## src/rtl/serial_adder_pkg.sv

```systemverilog
`default_nettype none
// ============================================================================
// Module      : serial_adder_pkg
// Description : Shared types and constants for the bit-serial adder.
//               state_t - controller states IDLE / RUN / DONE
//               SERIAL_ADDER_WIDTH_DEFAULT - default operand width
// Revision    : 1.0 - initial release
// ============================================================================
package serial_adder_pkg;

    localparam int SERIAL_ADDER_WIDTH_DEFAULT = 8;

    typedef enum logic [1:0] {
        IDLE = 2'd0,
        RUN  = 2'd1,
        DONE = 2'd2
    } state_t;

endpackage : serial_adder_pkg
`default_nettype wire

```

## src/rtl/serial_adder_fa.sv

```systemverilog
`default_nettype none
// ============================================================================
// Module      : fa
// Description : One-bit full adder used by the serial adder datapath.
// Ports       : x, y  - addend bits
//               ci    - carry in
//               s     - sum bit
//               co    - carry out
// Revision    : 1.0 - initial release
// ============================================================================
module fa (
    input  logic x,
    input  logic y,
    input  logic ci,
    output logic s,
    output logic co
);

    assign s  = x ^ y ^ ci;
    assign co = (x & y) | (ci & (x ^ y));

endmodule : fa
`default_nettype wire

```

## src/rtl/serial_adder.sv

```systemverilog
`default_nettype none
// ============================================================================
// Module      : serial_adder
// Description : Bit-serial adder. An accepted start captures a, b and cin,
//               then one operand bit pair is added per clock (LSB first) for
//               WIDTH cycles, after which done pulses for one cycle and the
//               sum / carry-out are held until the next accepted start.
// Ports       : clk   - clock, rising edge
//               rst   - synchronous active-high reset
//               start - begin an addition (sampled only in IDLE)
//               a, b  - WIDTH-bit operands
//               cin   - carry in
//               busy  - high while in RUN
//               done  - one-cycle result-valid pulse
//               s     - WIDTH-bit sum
//               c     - carry out
//               ovf   - signed overflow (only with SERIAL_ADDER_OVF_EN)
// Config      : `define SERIAL_ADDER_OVF_EN to add the ovf output.
// Revision    : 1.0 - initial release
// ============================================================================
module serial_adder
    import serial_adder_pkg::*;
#(
    parameter int WIDTH = SERIAL_ADDER_WIDTH_DEFAULT
) (
    input  logic             clk,
    input  logic             rst,
    input  logic             start,
    input  logic [WIDTH-1:0] a,
    input  logic [WIDTH-1:0] b,
    input  logic             cin,
    output logic             busy,
    output logic             done,
    output logic [WIDTH-1:0] s,
    output logic             c
`ifdef SERIAL_ADDER_OVF_EN
    ,
    output logic             ovf
`endif
);

    localparam int CW = $clog2(WIDTH);

    state_t           r_state;
    state_t           w_state_nxt;
    logic [WIDTH-1:0] r_a;
    logic [WIDTH-1:0] r_b;
    logic [WIDTH-1:0] r_s;
    logic             r_carry;
    logic [CW-1:0]    r_cnt;
    logic             w_sum;
    logic             w_co;
    logic             w_last;

    fa u_fa (
        .x  (r_a[0]),
        .y  (r_b[0]),
        .ci (r_carry),
        .s  (w_sum),
        .co (w_co)
    );

    assign w_last = (r_cnt == CW'(WIDTH - 1));

    // State register
    always_ff @(posedge clk) begin
        if (rst) begin
            r_state <= IDLE;
        end else begin
            r_state <= w_state_nxt;
        end
    end

    // Next-state logic
    always_comb begin
        w_state_nxt = r_state;
        case (r_state)
            IDLE:    if (start) w_state_nxt = RUN;
            RUN:     if (w_last) w_state_nxt = DONE;
            DONE:    w_state_nxt = IDLE;
            default: w_state_nxt = IDLE;
        endcase
    end

    // Output logic
    always_comb begin
        busy = 1'b0;
        done = 1'b0;
        case (r_state)
            RUN:     busy = 1'b1;
            DONE:    done = 1'b1;
            default: ;
        endcase
    end

    // Datapath: sum bits enter at the MSB so that after WIDTH shifts the
    // first (LSB) sum bit has walked down to bit 0.
    always_ff @(posedge clk) begin
        if (rst) begin
            r_a     <= '0;
            r_b     <= '0;
            r_s     <= '0;
            r_carry <= 1'b0;
            r_cnt   <= '0;
        end else begin
            case (r_state)
                IDLE: begin
                    if (start) begin
                        r_a     <= a;
                        r_b     <= b;
                        r_carry <= cin;
                        r_cnt   <= '0;
                    end
                end
                RUN: begin
                    r_s     <= {w_sum, r_s[WIDTH-1:1]};
                    r_a     <= r_a >> 1;
                    r_b     <= r_b >> 1;
                    r_carry <= w_co;
                    r_cnt   <= r_cnt + 1'b1;
                end
                default: ;
            endcase
        end
    end

    assign s = r_s;
    assign c = r_carry;

`ifdef SERIAL_ADDER_OVF_EN
    logic r_ovf;

    // On the last RUN edge r_carry is the carry into the MSB and w_co the
    // carry out of it; their XOR is the two's-complement overflow.
    always_ff @(posedge clk) begin
        if (rst) begin
            r_ovf <= 1'b0;
        end else if (r_state == RUN && w_last) begin
            r_ovf <= r_carry ^ w_co;
        end
    end

    assign ovf = r_ovf;
`endif

endmodule : serial_adder
`default_nettype wire

```

## config.mk

```make
export PLATFORM = sky130hd
export DESIGN_NAME = serial_adder
export DESIGN_NICKNAME = d
export VERILOG_FILES = /design/src/rtl/serial_adder_pkg.sv /design/src/rtl/serial_adder_fa.sv /design/src/rtl/serial_adder.sv
export SDC_FILE = /design/constraint.sdc
export NUM_CORES = 1
export LEC_CHECK = 0
export ABC_AREA = 1
export CORE_MARGIN = 1.5
export CORE_UTILIZATION = 44
export CTS_CLUSTER_DIAMETER = 80
export DETAILED_ROUTE_END_ITERATION = 6
export GPL_TIMING_DRIVEN = 1
export HOLD_SLACK_MARGIN = 0.08
export PLACE_DENSITY = 0.74
export SLEW_MARGIN = 20
export SYNTH_ARGS = -nofsm -noshare
export SYNTH_HDL_FRONTEND = slang
export SYNTH_SLANG_ARGS = --single-unit
```

## constraint.sdc

```tcl
create_clock -name clk -period 1.2 [get_ports clk]
set_clock_uncertainty 0.2 [all_clocks]
set_input_delay 0.18 -clock clk [delete_from_list [all_inputs] [get_ports clk]]
set_output_delay 0.18 -clock clk [all_outputs]
set_load 0.03 [all_outputs]
```

==> impl_metrics.py <==
metrics = {
    "yosys": {
        "synth_fp_nets": 243,
        "avgSynthCellArea_um2": 6.31,
        "synthesis.area_mm2": 0.00139,
        "ys_seq_area_share_pct": 43.3,
        "synthCells": 220,
        "synth_cell_type_count": 16,
        "ys_seq_elements": 30,
        "yosysWarnings": 0,
    },
    "power": {
        "powerDensity_mw_per_mm2": 1080,
        "p_leak_nw": 1.08,
        "vdd.ir_drop.worst_mv": 0.679,
    },
    "worst_setup_path": {
        "crit_chain": "inv_4 > buf_6 > nor2_4 > buf_6",
        "crit_path_top_delay_cell": "dfxtp_2",
        "ff2ff_setup_slack_ns": -0.21,
        "crit_required_ns": 0.82,
        "critical-path-top-delay-family": "flip-flops",
        "r2r_cells": 8,
        "timing.rr.start": "r_state[1]",
        "r2r-end": "s[4]",
        "critPathKind": "flip-flop to output pin",
        "cp.arrival_ns": 1.06,
        "crit_path_end_kind": "output pin",
        "start_kind": "flip-flop",
        "cp_max_fo": 3,
        "critPathMostFrequentCell": "buf_6",
        "path_buf_inv": 3,
        "critical_path.max_stage_delay_ns": 0.36,
    },
    "detailed_routing": {
        "dr_total_vias": 1546,
        "antenna_left": 0,
        "totalWireLength_mm": 3.89,
        "first_iter_violations": 104,
        "drc": 0,
        "viasPerCell": 4.76,
        "wire_per_inst_um": 12.0,
        "drt_pass1_iterations": 4,
    },
    "timing": {
        "worst_slew_pin_slew_ns": 0.254,
        "fin_setup_tns_ns": -4.80,
        "maxSlewHeadroom_pct": 83.0,
        "fin_ws_ns": -0.238,
        "period_share_pct": 120,
        "hold_viol": 0,
        "max_freq_mhz": 696,
        "whs_ns": 0.223,
        "slew_viol_final": 0,
        "setup_viol": 32,
        "rsz0062_at_grt": "true",
        "period_minus_slack_ns": 1.44,
    },
    "placement": {
        "pre_cts_ws_ns": -0.319,
        "gp_congestion": 0.777,
        "dp_hpwl_mm": 1.83,
        "placed_area_mm2": 0.00181,
        "placedCellCount": 296,
        "io_buffers": 30,
    },
    "global_routing": {
        "grt_pass1_wl_mm": 6.04,
        "overflow": 0,
        "grt_usage_pct": 24.1,
        "grt_pass1_vias": 1359,
        "antenna_found_initial": 0,
        "grt_max_degree": 25,
    },
    "final_layout": {
        "fin_cells": 325,
        "drive_above_1_share_pct": 35.2,
        "fillers": 206,
        "nNetsFinal": 303,
        "design_area_mm2": 0.00233,
        "n_antenna_cell": 0,
        "area_growth_syn_to_layout_pct": 68.2,
    },
    "floorplan": {
        "die_w_um": 59.2,
        "fp.coreArea_mm2": 0.00303,
        "start_util_pct": 45.8,
        "die_area_mm2": 0.00350,
        "rows": 20,
        "fp.dieH_um": 59.2,
        "io_pins": 31,
    },
    "clock_network": {
        "cts_tree": "done",
        "path_clk_slew_ns": 0.08,
        "numCtsBuffers": 5,
        "root_buffer": "clkbuf_4",
        "htreeDepth": 2,
        "cts_hold_buf": 0,
        "ctsLongestPathBuffers": 2,
        "clk_latency_ns": 0.34,
        "cts_sinks": 30,
    },
    "status": {
        "status": "finished, violations left",
        "violations": "negative setup slack",
    },
    "run": {
        "maxCapViolCount": 0,
    },
    "worst_hold_path": {
        "hold_depth": 3,
        "hold_class": "input port to flip-flop",
        "hp-start": "a[7]",
        "hold_end": "r_a[7]",
    },
}
cell usage in the layout, fill, tap and decap left out, types with 3 or more instances in the layout:
master           count
nand2_1             66
buf_8                3
buf_16               3
clkdlybuf4s50_1     19
dfxtp_1             16
clkbuf_1             3
inv_1               20
clkbuf_4             5
nor2_2              10
dfxtp_2             12
a21oi_1              4
nor2_1              49
nand2_2              3
buf_12               4
nor2_4               6
buf_6               19
o21ai_2              8
buf_4               15
stage by stage:
stage | util, % | total power (W)
after floorplan | - | 0.00147
after global placement | 59.8 | 0.00167
after detailed placement | 59.8 | 0.00168
after CTS | 74.0 | 0.00246
after global routing | 77.1 | 0.00266
final | 77.1 | 0.00253
timing repair:
item                                    in CTS  in global routing
setup buffers                               10                  9
resized for setup                           75                 19
endpoints found under the setup margin      39                 41
gates cloned                                 4                  0
pin swaps                                    9                 13
worst max path at each step:
stage,cells after the start,from,to
6_report,4,r_state[1],done
5_1_grt,9,r_state[1],r_a[4]
3_5_place_dp,6,start,r_b[2]
2_1_floorplan,3,c,s[7]
3_3_place_gp,7,start,r_a[4]
4_1_cts,4,r_state[1],done
registers in the layout (all words and copies together) (netlist names):
register / flops
r_a: 8
r_b: 8
s: 8
r_cnt: 3
r_state: 2
c: 1
report_power, final:
group / internal (W) / switching (W) / total [W]
combinational: 0.000414 / 0.000412 / 0.000826
clock: 0.000233 / 0.000342 / 0.000575
sequential: 0.00108 / 0.0000466 / 0.00113
synth_stat cells:
library cell	instances	area, um^2
nand2_1	70	263
nor2_1	65	244
dfxtp_1	30	601
inv_1	22	82.6
o21ai_0	9	45.0
buf_2	6	30.0
a21oi_1	5	25.0
clkbuf_1	3	11.3
ha_1	2	25.0
nand3_1	2	10.0
buf_6	1	11.3
fa_1	1	20.0
inv_2	1	3.75
nand2_2	1	6.26
nor3_1	1	5.00
o21ai_1	1	5.00
metal layers:
metal	global-route usage (%)	share of wire (%)	up-vias	wire [um]
li1	-	-	776	-
met1	27.3	42	703	1620
met2	41.1	51	57	1980
met3	8.08	5.5	10	212
met4	10.4	1.9	0	75
met5	0	0	-	0
worst reg2reg max path, stage by stage, from the launching register on:
cell and delay [ns]:
dfxtp_2 0.34, inv_4 0.07, nand2_4 0.06, buf_8 0.14, buf_6 0.12, buf_8 0.13
buf_6 0.11, o21ai_2 0.09, nor2_1 0.04
kinds of logic (layout without fill, tap and decap cells):
| kind of cell | Yosys count | after routing | synth area share (%) |
|---|---|---|---|
| AO/OA/AOI/OAI | 15 | 15 | 5.41 |
| adder cells (fa/ha/maj) | 3 | 3 | 3.25 |
| buffers and inverters | 33 | 94 | 10.0 |
| flip-flops | 30 | 30 | 43.3 |
| AND/OR/NAND/NOR | 139 | 139 | 38.1 |
cell type report:
| cell class | instances | area, um^2 | area share [%] |
|---|---|---|---|
| Multi-Input combinational cell | 157 | 791 | 33.9 |
| Tap cell | 44 | 55.1 | 2.36 |
| Sequential cell | 30 | 623 | 26.7 |
| Timing Repair Buffer | 63 | 724 | 31.0 |
| Clock buffer | 8 | 48.8 | 2.09 |
| Inverter | 23 | 91.3 | 3.91 |
No activity file was read; power rests on OpenSTA's default activity.
